File: src/rtl/stopwatch_ctrl.sv
// stopwatch_ctrl: run/pause/lap/clear sequencer for the stopwatch counters.
// Decodes go/lap button edges while the stopwatch is the selected application,
// produces the hundredths count enable and the counter clear pulse, and keeps
// a lap snapshot of the time that can be frozen on the display.
module stopwatch_ctrl #(
    parameter int unsigned CLK_HZ  = 100_000_000,
    parameter int unsigned TICK_HZ = 100,
    parameter logic [10:0] OPC_STW = 11'b00001000000
) (
    input  logic        clk,
    input  logic        reset,
    input  logic        go,
    input  logic        lap,
    input  logic [10:0] op_code,
    input  logic [29:0] time_in,
    output logic        tick_en,
    output logic        sw_clr,
    output logic        lap_hold,
    output logic [29:0] time_out,
    output logic [1:0]  state
);

    localparam int unsigned DIV = CLK_HZ / TICK_HZ;
    localparam int unsigned PW  = (DIV > 1) ? $clog2(DIV) : 1;
    localparam logic [PW-1:0] PRESC_LAST = PW'(DIV - 1);

    typedef enum logic [1:0] {
        ST_IDLE  = 2'b00,
        ST_RUN   = 2'b01,
        ST_PAUSE = 2'b10
    } state_t;

    state_t        state_q, state_d;
    logic          go_q, go_d;
    logic          lap_q, lap_d;
    logic [PW-1:0] presc_q, presc_d;
    logic          tick_en_q, tick_en_d;
    logic          sw_clr_q, sw_clr_d;
    logic          lap_hold_q, lap_hold_d;
    logic [29:0]   snapshot_q, snapshot_d;

    logic          sel;
    logic          go_act;
    logic          lap_act;
    logic [PW-1:0] presc_inc;

    // Button edge detection, qualified by the stopwatch select; go has priority over lap.
    always_comb begin
        go_d    = go;
        lap_d   = lap;
        sel     = (op_code == OPC_STW);
        go_act  = sel & go & ~go_q;
        lap_act = sel & lap & ~lap_q & ~go_act;
    end

    // Run/pause/lap/clear next-state logic, including lap snapshot capture and the clear pulse.
    always_comb begin
        state_d    = state_q;
        lap_hold_d = lap_hold_q;
        snapshot_d = snapshot_q;
        sw_clr_d   = 1'b0;
        case (state_q)
            ST_IDLE: begin
                if (go_act) begin
                    state_d = ST_RUN;
                end
            end
            ST_RUN: begin
                if (go_act) begin
                    state_d = ST_PAUSE;
                end else if (lap_act) begin
                    lap_hold_d = ~lap_hold_q;
                    if (!lap_hold_q) begin
                        snapshot_d = time_in;
                    end
                end
            end
            ST_PAUSE: begin
                if (go_act) begin
                    state_d = ST_RUN;
                end else if (lap_act) begin
                    if (lap_hold_q) begin
                        lap_hold_d = 1'b0;
                    end else begin
                        sw_clr_d = 1'b1;
                        state_d  = ST_IDLE;
                    end
                end
            end
            default: begin
                state_d = ST_IDLE;
            end
        endcase
    end

    // Prescaler: advances only while staying in RUN, holds through PAUSE, clears on IDLE entry.
    // The tick fires in the cycle the prescaler holds its last value, so it can never
    // coincide with IDLE or PAUSE (or with the clear pulse, which only occurs entering IDLE).
    always_comb begin
        presc_inc = (presc_q == PRESC_LAST) ? '0 : presc_q + 1'b1;
        presc_d   = presc_q;
        tick_en_d = 1'b0;
        if (state_d == ST_IDLE) begin
            presc_d = '0;
        end else if ((state_q == ST_RUN) && (state_d == ST_RUN)) begin
            presc_d   = presc_inc;
            tick_en_d = (presc_inc == PRESC_LAST);
        end
    end

    // State, prescaler, edge and snapshot registers; reset overrides every other event.
    always_ff @(posedge clk) begin
        if (reset) begin
            state_q    <= ST_IDLE;
            go_q       <= 1'b0;
            lap_q      <= 1'b0;
            presc_q    <= '0;
            tick_en_q  <= 1'b0;
            sw_clr_q   <= 1'b0;
            lap_hold_q <= 1'b0;
            snapshot_q <= '0;
        end else begin
            state_q    <= state_d;
            go_q       <= go_d;
            lap_q      <= lap_d;
            presc_q    <= presc_d;
            tick_en_q  <= tick_en_d;
            sw_clr_q   <= sw_clr_d;
            lap_hold_q <= lap_hold_d;
            snapshot_q <= snapshot_d;
        end
    end

    // Outputs: registered controls plus the combinational lap display mux.
    always_comb begin
        tick_en  = tick_en_q;
        sw_clr   = sw_clr_q;
        lap_hold = lap_hold_q;
        state    = state_q;
        time_out = lap_hold_q ? snapshot_q : time_in;
    end

endmodule

File: config.mk
export PLATFORM = sky130hd
export DESIGN_NAME = stopwatch_ctrl
export DESIGN_NICKNAME = d
export VERILOG_FILES = /design/src/rtl/stopwatch_ctrl.sv
export SDC_FILE = /design/constraint.sdc
export NUM_CORES = 1
export LEC_CHECK = 0
export ABC_AREA = 0
export CAP_MARGIN = 20
export CORE_ASPECT_RATIO = 0.9
export CORE_MARGIN = 2
export CORE_UTILIZATION = 53
export DETAILED_ROUTE_END_ITERATION = 10
export GPL_TIMING_DRIVEN = 0
export PLACE_DENSITY = 0.85
export SETUP_SLACK_MARGIN = 0.5
export SYNTH_ARGS = -nofsm -noshare
export SYNTH_HDL_FRONTEND = slang
export SYNTH_SLANG_ARGS = --single-unit
File: constraint.sdc
create_clock -name clk -period 6.5 [get_ports clk]
set_clock_uncertainty 0.15 [all_clocks]
set_input_delay 1.95 -clock clk [delete_from_list [all_inputs] [get_ports clk]]
set_output_delay 1.95 -clock clk [all_outputs]
set_load 0.005 [all_outputs]
# After elaboration in Yosys (flattened, before gate mapping)
# Cells that the tools add are included.
# W data, S select, Z words.
# totals
regBits,57
in_bits,45
out_inout_bits,35
word_cells,54
# classes
addsub,1
eq_ne,10
n_mux,14
bitwise,12
reduce_logical,9
# ops
op,count
$eq A20 B20 Y1 const B,2
$mux W30,1
$add A20 B1 Y20 const B,1
$mux W20,1
$eq A11 B7 Y1 const B,1
$mux W2,5
$ne A2 B2 Y1 const B,4
$not A1 Y1,7
$pmux W2 S3,1
$and A1 B1 Y1,5
$mux W1,5
$reduce_and A5 Y1,1
$eq A2 B1 Y1 const B,2
$logic_not A2 Y1,2
$reduce_or A4 Y1,1
$reduce_and A3 Y1,1
$reduce_or A3 Y1,1
$eq A2 B2 Y1 const B,1
$pmux W1 S2,1
$reduce_bool A2 Y1,1
$reduce_or A2 Y1,1
$logic_and A1 B1 Y1,1

# Logic depth before layout (Yosys ltp)
# depth
ltp_word,12
ltp_mapped,8
ltp_nobuf,7

# Worst setup path before layout
# OpenSTA, ideal clock, no wires.
# synth_path
kind,input to output
start,input time_in[0]
end,output time_out[0]
arrival_ns,2.211
required_time_ns,4.400
slack_ns,2.189
stages,1
n_path_buf,0
path_cell_list,mux2_2
# synth_via
elab_chain_len,1
# synth_rtl
element,line_no,rtl
from (decl),15,"input logic [29:0] time_in,"
$mux W30,-,
to (decl),19,"output logic [29:0] time_out,"
# Every way passes these cells.

# Worst setup path in the final report
# layout_path
start,input time_in[29]
end,output time_out[29]
# Same word-level chain as after synthesis.

==> qor.txt <==
Status: finished clean
Post-synthesis net count: 428
Post-DR vias/cell: 5.72
Register-to-register setup slack: 3970 ps
First-pass GRT wire length: 14.0 mm
Worst path most repeated cell: clkdlybuf4s50_1
GRT Util Overall: 26.4%
CTS hold repair buffers: 0
Crit-path cells: clkdlybuf4s50_1 -> mux2_2 -> clkdlybuf4s50_1
Clk sinks: 57
Die X: 85.4 µm
Die Y: 77.3 µm
F_max: 191 MHz
Final-stage net count: 517
Slowest cell delay on critical path: 470 ps
Post-synthesis adder-cell area fraction: 0.396%
Number of global-route vias before repair: 3020
Mux cell area share after synthesis: 11.0%
Worst setup EP type: primary output
Final std cell area, no fill: 0.00427 mm²
Yosys top cell by area: dfxtp_1
Max H-tree Level: 3
CTS root buf: clkbuf_8
GRT overflow: 0
Fill count: 437
Hold path cells: 2
P per Cell Area: 194 mW/mm²
EDFF count, synth: 0
Final Routed Wirelength: 8.42 mm
XOR/XNOR Fraction of Synth Area: 3.05%
#FFs+latches synth: 57
Drt pass-1 iters: 5
Worst-path clk slew: 70 ps
Critical Path RT: 4400 ps
Async set-or-reset flop fraction in the synthesized netlist: 0%
CTS tree: done
Starting Density: 55.2%
Post-DR wirelength/cell: 15.4 µm
Clk_lat worst skew: 340 ps
Kind of critical path: primary input to primary output
DRC viols: 0
Total leakage power: 1.40 nW
Largest net degree at the start of global routing: 11
Cell count after synthesis: 382
Sequential area share after synthesis: 36.1%
Syn-to-layout area delta: 35.2%
Simple-Gate Fraction of Synth Area: 35.2%
Hold path start: snapshot_q[15]
Initial antenna violation count: 0
Cell Area, Synth: 0.00316 mm²
Clock Tree Buf Depth: 2
Die area: 0.00660 mm²
Critical path startpoint category: primary input
Hold Path End: snapshot_q[15]
Placed cell areas: 0.00403 mm²
Tmin final: 5240 ps
Slew Limit Fails: 0
Most common cell after layout, fill and taps aside: clkdlybuf4s50_1
# rows: 26
Synth cell types: 54
Cells on worst reg2reg path: 7
Hold Vio Cnt, Final: 0
Setup TNS: 0 ps
Final Util: 74.6%
Final HPWL DP: 5.91 mm
Critical R2R Capture: tick_en
Ys flop type: dfxtp_1
Max_cap viols: 0
Maximum VDD drop: 0.000145 V
Vias: 3123
Slowest-stage cell, CP: clkdlybuf4s50_1
Post-synthesis compound-gate area fraction: 9.30%
Tcrit/Tclk final: 80.6%
Worst-margin pin slew: 578 ps
Crit path arrival time: 3140 ps
GP Congestion: 0.889
Synth top area share: 36.1%
Total Power: 0.828 mW
CP Max Fanout: 2
Antenna cells: 0
Port-buffer cells: 78
Max_slew headroom: 61.4%
Critical R2R Launch: presc_q[0]
Post-cts resize count: 0
Placeable Area: 0.00573 mm²
CTS Buf Count: 9
Unrepaired setup endpoints after global routing: no
Post-DRT Antenna Nets: 0
Largest family of logic cells by synthesized area: simple AND/OR/NAND/NOR gates
Setup Buffers After CTS: 0
Syn avg cell area: 8.27 µm²
Layout cells sized above 1: 14.9%
Yosys Warn Count: 0
Iter 0 DRT Violations: 137
Setup violators final: 0
Commonest cells after routing, fill and taps aside: clkdlybuf4s50_1 (78), dfxtp_1 (57), nor2_1 (56)
Number of placed I/O pins: 80
Area contributors post-synth: dfxtp_1 (36%), mux2_2 (11%), nor2b_1 (7.3%)
Hold WC Path Type: register to register
==> stage by stage <==
stage          hold WS [ps]  cells  worst slack (ps)
2_1_floorplan           322    382              2190
3_3_place_gp            329    530              1310
3_5_place_dp            336    530              1290
4_1_cts                 345    546              1260
5_1_grt                 364    546              1250
6_report                344    546              1260
==> sequential cells by signal, summed over array words and instances (netlist names) <==
name	flops
lap_q	1
tick_en	1
state	2
go_q	1
lap_hold	1
sw_clr	1
snapshot_q	30
presc_q	20
==> cell families after synthesis <==
logic type,count (synthesis)
compound gates,47
xor+xnor,11
fa+ha+maj,1
buf+inv,30
flops,57
mux,31
simple gates,205
==> metal layers <==
layer / vias up / track usage (%) / part of all wire (%)
met3: 28 / 8.61 / 7.4
li1: 1519 / - / -
met1: 1453 / 33.4 / 43
met4: 0 / 9.84 / 2.6
met5: - / 0 / 0
met2: 123 / 41.8 / 47
==> where the power goes <==
group	internal [mW]	total (mW)	leakage (nW)	switching, mW
clock	0.265	0.412	0.120	0.147
combinational	0.0467	0.0666	0.822	0.0199
sequential	0.350	0.350	0.459	0.000206
==> cell usage after synthesis (5+ instances only) <==
master / number
buf_2: 6
nand4_1: 7
mux2_2: 30
nor2_1: 56
clkbuf_1: 14
dfxtp_1: 57
a21oi_1: 17
nor4_1: 6
nand2_1: 22
nor3_1: 40
xor2_1: 5
nor2b_1: 37
o21ai_0: 11
xnor2_1: 6
==> worst max-delay path: cells and delay by family <==
| family | cells | cell delay, ps |
|---|---|---|
| buffers and inverters | 2 | 900 |
| muxes | 1 | 290 |
==> how the worst max path moves through the flow <==
stage / startpoint / to / slack, ps / cells past startpoint
floorplan: time_in[0] / time_out[0] / 2190 / 1
global placement: time_in[10] / time_out[10] / 1310 / 3
detailed placement: time_in[1] / time_out[1] / 1290 / 3
CTS: time_in[29] / time_out[29] / 1260 / 3
global route: time_in[29] / time_out[29] / 1250 / 3
finish: time_in[29] / time_out[29] / 1260 / 3
==> layout make-up <==
cell class | count | area [µm²] | area share (%)
clock inverters | 5 | 103 | 2.40
plain buffers | 29 | 154 | 3.60
inverters | 1 | 3.75 | 0.0878
clock buffers | 11 | 141 | 3.31
repair buffers | 78 | 781 | 18.3
flip-flops and latches | 57 | 1140 | 26.7
multi-input cells | 295 | 1860 | 43.6
well taps | 70 | 87.6 | 2.05
Note: power is estimated with default switching activity, not from simulation.
